**config.mk**
```make
export PLATFORM = sky130hd
export DESIGN_NAME = control_sequencer
export DESIGN_NICKNAME = d
export VERILOG_FILES = /design/src/rtl/control_pkg.sv /design/src/rtl/control_decode.sv /design/src/rtl/control_sequencer.sv
export SDC_FILE = /design/constraint.sdc
export NUM_CORES = 1
export LEC_CHECK = 0
export CAP_MARGIN = 20
export CELL_PAD_IN_SITES_DETAIL_PLACEMENT = 1
export CELL_PAD_IN_SITES_GLOBAL_PLACEMENT = 2
export CORE_UTILIZATION = 18
export DETAILED_ROUTE_END_ITERATION = 16
export GPL_ROUTABILITY_DRIVEN = 0
export GPL_TIMING_DRIVEN = 0
export PLACE_DENSITY = 0.82
export SETUP_SLACK_MARGIN = 0.2
export SLEW_MARGIN = 20
export SYNTH_ARGS = -nofsm -noshare
export SYNTH_HDL_FRONTEND = slang
export SYNTH_HIERARCHICAL = 1
export SYNTH_SLANG_ARGS = --single-unit
```
**constraint.sdc**
```tcl
create_clock -name Clock -period 2.17 [get_ports Clock]
set_input_delay 0.3255 -clock Clock [delete_from_list [all_inputs] [get_ports Clock]]
set_output_delay 0.3255 -clock Clock [all_outputs]
set_load 0.01 [all_outputs]
```
**src/rtl/control_pkg.sv**
```systemverilog
// Shared opcodes, ALU function codes, sequencer states and the control word
// exchanged between the state machine and its output decoder.
package control_pkg;

    localparam int OPW = 5;

    localparam logic [OPW-1:0] OP_LD   = 5'b00000;
    localparam logic [OPW-1:0] OP_LDI  = 5'b00001;
    localparam logic [OPW-1:0] OP_ST   = 5'b00010;
    localparam logic [OPW-1:0] OP_ADD  = 5'b00011;
    localparam logic [OPW-1:0] OP_SUB  = 5'b00100;
    localparam logic [OPW-1:0] OP_AND  = 5'b00101;
    localparam logic [OPW-1:0] OP_OR   = 5'b00110;
    localparam logic [OPW-1:0] OP_ADDI = 5'b01100;
    localparam logic [OPW-1:0] OP_BR   = 5'b10011;
    localparam logic [OPW-1:0] OP_JR   = 5'b10100;
    localparam logic [OPW-1:0] OP_IN   = 5'b10110;
    localparam logic [OPW-1:0] OP_OUT  = 5'b10111;
    localparam logic [OPW-1:0] OP_MFHI = 5'b11000;
    localparam logic [OPW-1:0] OP_MFLO = 5'b11001;
    localparam logic [OPW-1:0] OP_NOP  = 5'b11010;
    localparam logic [OPW-1:0] OP_HALT = 5'b11011;

    localparam logic [3:0] ALU_NOP = 4'd0;
    localparam logic [3:0] ALU_ADD = 4'd1;
    localparam logic [3:0] ALU_SUB = 4'd2;
    localparam logic [3:0] ALU_AND = 4'd3;
    localparam logic [3:0] ALU_OR  = 4'd4;

    // T3..T7 must stay consecutive: execute steps advance by increment.
    typedef enum logic [3:0] {
        S_RST, S_T0, S_T1, S_T2, S_T3, S_T4, S_T5, S_T6, S_T7, S_HALT
    } state_t;

    typedef struct packed {
        logic       pc_out, zhigh_out, zlow_out, mdr_out, hi_out, lo_out;
        logic       inport_out, c_out, ba_out, r_out;
        logic       mar_in, z_in, pc_in, mdr_in, ir_in, y_in, outport_in, con_in, r_in;
        logic       gra, grb, grc, inc_pc, read, write;
        logic [3:0] alu_op;
        logic       run;
    } ctrl_t;

    function automatic logic [3:0] alu_for_op(input logic [OPW-1:0] op);
        unique case (op)
            OP_SUB:  return ALU_SUB;
            OP_AND:  return ALU_AND;
            OP_OR:   return ALU_OR;
            default: return ALU_ADD;
        endcase
    endfunction

    // True when the given state is the final execute step of opcode op.
    function automatic logic is_last_step(input state_t s, input logic [OPW-1:0] op);
        unique case (s)
            S_T3:    return !(op inside {OP_ADD, OP_SUB, OP_AND, OP_OR, OP_ADDI,
                                         OP_LDI, OP_LD, OP_ST, OP_BR});
            S_T5:    return op inside {OP_ADD, OP_SUB, OP_AND, OP_OR, OP_ADDI, OP_LDI};
            S_T6:    return op == OP_BR;
            S_T7:    return 1'b1;
            default: return 1'b0;
        endcase
    endfunction

endpackage

```
**src/rtl/control_decode.sv**
```systemverilog
// Combinational decode of sequencer state and opcode into the datapath control word.
module control_decode
    import control_pkg::*;
(
    input  state_t         state,
    input  logic [OPW-1:0] opcode,
    input  logic           con_ff,
    output ctrl_t          ctrl
);

    always_comb begin
        ctrl        = '0;
        ctrl.alu_op = ALU_NOP;
        ctrl.run    = !(state inside {S_RST, S_HALT});
        unique case (state)
            S_T0: begin ctrl.pc_out = 1'b1; ctrl.mar_in = 1'b1; ctrl.inc_pc = 1'b1; ctrl.z_in = 1'b1; end
            S_T1: begin ctrl.zlow_out = 1'b1; ctrl.pc_in = 1'b1; ctrl.read = 1'b1; ctrl.mdr_in = 1'b1; end
            S_T2: begin ctrl.mdr_out = 1'b1; ctrl.ir_in = 1'b1; end
            S_T3: begin
                unique case (opcode)
                    OP_ADD, OP_SUB, OP_AND, OP_OR, OP_ADDI:
                        begin ctrl.grb = 1'b1; ctrl.r_out = 1'b1; ctrl.y_in = 1'b1; end
                    OP_LD, OP_LDI, OP_ST:
                        begin ctrl.grb = 1'b1; ctrl.ba_out = 1'b1; ctrl.y_in = 1'b1; end
                    OP_BR:   begin ctrl.gra = 1'b1; ctrl.r_out = 1'b1; ctrl.con_in = 1'b1; end
                    OP_JR:   begin ctrl.gra = 1'b1; ctrl.r_out = 1'b1; ctrl.pc_in = 1'b1; end
                    OP_IN:   begin ctrl.inport_out = 1'b1; ctrl.gra = 1'b1; ctrl.r_in = 1'b1; end
                    OP_OUT:  begin ctrl.gra = 1'b1; ctrl.r_out = 1'b1; ctrl.outport_in = 1'b1; end
                    OP_MFHI: begin ctrl.hi_out = 1'b1; ctrl.gra = 1'b1; ctrl.r_in = 1'b1; end
                    OP_MFLO: begin ctrl.lo_out = 1'b1; ctrl.gra = 1'b1; ctrl.r_in = 1'b1; end
                    default: ;
                endcase
            end
            S_T4: begin
                unique case (opcode)
                    OP_ADD, OP_SUB, OP_AND, OP_OR: begin
                        ctrl.grc = 1'b1; ctrl.r_out = 1'b1; ctrl.z_in = 1'b1;
                        ctrl.alu_op = alu_for_op(opcode);
                    end
                    OP_ADDI, OP_LDI, OP_LD, OP_ST:
                        begin ctrl.c_out = 1'b1; ctrl.z_in = 1'b1; ctrl.alu_op = ALU_ADD; end
                    OP_BR:   begin ctrl.pc_out = 1'b1; ctrl.y_in = 1'b1; end
                    default: ;
                endcase
            end
            S_T5: begin
                unique case (opcode)
                    OP_ADD, OP_SUB, OP_AND, OP_OR, OP_ADDI, OP_LDI:
                        begin ctrl.zlow_out = 1'b1; ctrl.gra = 1'b1; ctrl.r_in = 1'b1; end
                    OP_LD, OP_ST: begin ctrl.zlow_out = 1'b1; ctrl.mar_in = 1'b1; end
                    OP_BR:   begin ctrl.c_out = 1'b1; ctrl.z_in = 1'b1; ctrl.alu_op = ALU_ADD; end
                    default: ;
                endcase
            end
            S_T6: begin
                unique case (opcode)
                    OP_LD:   begin ctrl.read = 1'b1; ctrl.mdr_in = 1'b1; end
                    OP_ST:   begin ctrl.gra = 1'b1; ctrl.r_out = 1'b1; ctrl.mdr_in = 1'b1; end
                    // The only output that depends on a live input rather than state.
                    OP_BR:   begin ctrl.zlow_out = 1'b1; ctrl.pc_in = con_ff; end
                    default: ;
                endcase
            end
            S_T7: begin
                unique case (opcode)
                    OP_LD:   begin ctrl.mdr_out = 1'b1; ctrl.gra = 1'b1; ctrl.r_in = 1'b1; end
                    OP_ST:   ctrl.write = 1'b1;
                    default: ;
                endcase
            end
            default: ;
        endcase
    end

endmodule

```
**src/rtl/control_sequencer.sv**
```systemverilog
// Hardwired control unit: fetch/decode/execute state machine with Stop/HALT handling.
module control_sequencer
    import control_pkg::*;
(
    input  logic        Clock,
    input  logic        Clear,
    input  logic [31:0] IR,
    input  logic        CON_FF,
    input  logic        Stop,
    output logic        PCout, Zhighout, Zlowout, MDRout, HIout, LOout,
    output logic        InPortout, Cout, BAout, Rout,
    output logic        MARin, Zin, PCin, MDRin, IRin, Yin, OutPortin, CONin, Rin,
    output logic        Gra, Grb, Grc, IncPC, Read, Write,
    output logic [3:0]  ALUop,
    output logic        Run
);

    state_t         state_reg, state_next;
    ctrl_t          ctrl;
    logic [OPW-1:0] opcode;
    logic           unused_ir_fields;

    assign opcode           = IR[31:27];
    assign unused_ir_fields = ^IR[26:0];

    always_ff @(posedge Clock or negedge Clear) begin
        if (!Clear) state_reg <= S_RST;
        else        state_reg <= state_next;
    end

    always_comb begin
        state_next = state_reg;
        unique case (state_reg)
            S_RST:  state_next = S_T0;
            S_T0:   state_next = S_T1;
            S_T1:   state_next = S_T2;
            S_T2:   state_next = S_T3;
            S_HALT: state_next = S_HALT;
            default: begin
                if (state_reg == S_T3 && opcode == OP_HALT)
                    state_next = S_HALT;
                else if (is_last_step(state_reg, opcode))
                    state_next = Stop ? S_HALT : S_T0;
                else
                    state_next = state_t'(state_reg + 4'd1);
            end
        endcase
    end

    control_decode u_decode (
        .state  (state_reg),
        .opcode (opcode),
        .con_ff (CON_FF),
        .ctrl   (ctrl)
    );

    assign PCout     = ctrl.pc_out;
    assign Zhighout  = ctrl.zhigh_out;
    assign Zlowout   = ctrl.zlow_out;
    assign MDRout    = ctrl.mdr_out;
    assign HIout     = ctrl.hi_out;
    assign LOout     = ctrl.lo_out;
    assign InPortout = ctrl.inport_out;
    assign Cout      = ctrl.c_out;
    assign BAout     = ctrl.ba_out;
    assign Rout      = ctrl.r_out;
    assign MARin     = ctrl.mar_in;
    assign Zin       = ctrl.z_in;
    assign PCin      = ctrl.pc_in;
    assign MDRin     = ctrl.mdr_in;
    assign IRin      = ctrl.ir_in;
    assign Yin       = ctrl.y_in;
    assign OutPortin = ctrl.outport_in;
    assign CONin     = ctrl.con_in;
    assign Rin       = ctrl.r_in;
    assign Gra       = ctrl.gra;
    assign Grb       = ctrl.grb;
    assign Grc       = ctrl.grc;
    assign IncPC     = ctrl.inc_pc;
    assign Read      = ctrl.read;
    assign Write     = ctrl.write;
    assign ALUop     = ctrl.alu_op;
    assign Run       = ctrl.run;

endmodule

```
==> reports/qor.yml <==
cp.required_ps: 1840
fin_crit_sh: 1.04
synth_top_area_share: 0.0941
synthArstFlopShare: 1.00
drc: 0
synth-seq-area-share: 0.0941
cp.arrival_ps: 1940
critical_path_class: "flop to primary output"
internal_power_mw: 1.11
ant_nets: 0
powerDensity_nw_per_um2: 1010
synth-edff-count: 0
synth_cells: 154
synth-seq-cells: 4
grt_pass1_vias: 1487
worstPathMaxFanout: 4
grtUsageTotal: 0.147
drtIter0Drc: 66
grt_overflow_total: 0
die_x_um: 78.9
clkPwrFrac: 0.079
endpoint_kind: "primary output"
clk_latency_ps: 220
die_h_um: 78.9
root_buffer: "clkbuf_8"
period_minus_slack_ps: 2270
synth.avg_cell_area_sq_um: 6.91
largest_register_ffs: 4
grt_max_degree: 13
vias: 1466
pre_cts_slack_ps: -871
io_buffer_count: 36
yosysTopAreaCell: "dfrtp_1"
switching_share: 0.448
vias_per_cell: 4.81
setup_viol: 8
ys_types: 57
numClockSinks: 4
finalNonFillerCells: 305
slew_viol_final: 0
h-tree-depth: 1
ys_warn_count: 6
netlist_area_sq_um: 1060
rsz0062_at_grt: "yes"
violations: "negative setup slack"
grt_pass1_wl_mm: 7.25
hold_buffers: 0
clk_pin_slew_worst_paths_ps: 30
nNetsFinal: 275
power.switching_mw: 0.901
dr.pass1.iters: 4
die-area_sq_um: 6220
pwr-share-comb: 0.822
cts_made_buffers: 3
start_kind: "flop"
synth_area_leaders: "dfrtp_1, nor2_1, ha_1"
met1_length_mm: 2.11
post-place-cells: 263
max-cap-violations: 0
area_growth_pct: 86.9
wl_mm: 4.74
wl_met2_mm: 2.51
fp-row-count: 27
r2r_setup_slack_ps: 360
wire_per_inst_um: 15.5
fmax_mhz: 441
antenna_found_initial: 0
vdd_drop_max_mv: 0.331
core_sq_um: 5610
hold_viol: 0
diodes: 0
cts_tree: "yes"
top_layer: "met4"
dpl.hpwl_mm: 2.81
clockBufferDepth: 2
seqPwrFrac: 0.099
power.leakage_nw: 0.919
io_pins: 66
hold_class: "input pin to asynchronous set/reset pin"
initial_core_util: 0.190
status: "complete, but fails checks"
skew_ps: 2.20
wl_met3_um: 98
setup_ws_ps: -97.6
ys.flop_type: "dfrtp_1"
drive_gt1_frac: 0.511
cells in the mapped netlist, types with 5 or more instances:
library cell / count
nor2_1: 19
nand2_1: 10
nand3_1: 10
inv_1: 9
a21oi_1: 6
buf_2: 5
nand2b_1: 5
power by group through the flow:
stage                     Sequential [mW]  Combinational (mW)  Clock [mW]
final                               0.198                1.65       0.159
after global routing                0.207                1.79       0.169
after CTS                           0.195                1.46       0.160
after detailed placement            0.227                1.01           0
after global placement              0.223               0.981           0
after floorplan                     0.191               0.666           0
worst max-delay path: stages, from the launching register on:
cell and delay (ps):
dfrtp_2 430, buf_6 130, or4b_4 530, nor3b_4 210, buf_4 140, and4_1 150
buf_2 120
cell type report:
type / instances / area, sq um
Inverter: 9 / 33.8
Clock buffer: 3 / 41.3
Sequential cell: 4 / 105
Multi-Input combinational cell: 130 / 1050
Buffer: 12 / 106
Timing Repair Buffer: 75 / 563
Tap cell: 72 / 90.1
Fill cell: 698 / 3620
repair_timing:
item | CTS | global route
endpoints found under the setup margin | 28 | 26
endpoints found under the hold margin | 0 | 0
resized for setup | 146 | 31
pin swaps | 17 | 8
buffers inserted | 29 | 10
logic make-up after synthesis:
kind of cell,Yosys count,share of synthesized area
other cells,1,0.00353
flops,4,0.0941
buf+inv,21,0.0941
simple gates,81,0.460
xor+xnor,4,0.0329
fa+ha+maj,4,0.0471
mux,1,0.00941
compound gates,38,0.259
path summary, 6_finish.rpt:
| check | depth (start not counted) | from | to |
|---|---|---|---|
| min in group Clock | 2 | state_reg[0] | state_reg[0] |
| min reg2reg | 2 | state_reg[0] | state_reg[0] |
| max reg2reg | 6 | state_reg[0] | state_reg[1] |
| max in group asynchronous | 1 | Clear | state_reg[2] |
| max | 6 | state_reg[1] | OutPortin |
| min | 1 | Clear | state_reg[1] |
per-stage QoR:
stage | instance area, sq um | utilization | total power [mW] | hold slack, ps | TNS, ps
after floorplan | 1070 | - | 0.858 | 29.9 | 0
after global placement | 1520 | 0.271 | 1.20 | 533 | -16080
after detailed placement | 1520 | 0.271 | 1.23 | 533 | -16090
after CTS | 1890 | 0.336 | 1.81 | 304 | -534
after global routing | 1990 | 0.355 | 2.17 | 323 | -1030
final | 1990 | 0.355 | 2.01 | 314 | -515
placed cells by master, fill, tap and decap left out, drive strengths merged, types with 5 or more instances in the layout:
cell type,netlist,layout
a21oi,7,7
buf,8,69
clkbuf,4,9
nor2,19,19
nand3,10,10
nand2b,5,5
inv,9,9
nand2,10,10
dlygate4sd2,0,5
o21ai,5,5
nor2b,5,5
routing by layer:
layer | track usage | vias up
li1 | - | 721
met1 | 0.179 | 718
met2 | 0.277 | 25
met3 | 0.0138 | 2
met4 | 0.0273 | 0
met5 | 0 | -
No activity file was read; power rests on OpenSTA's default activity.
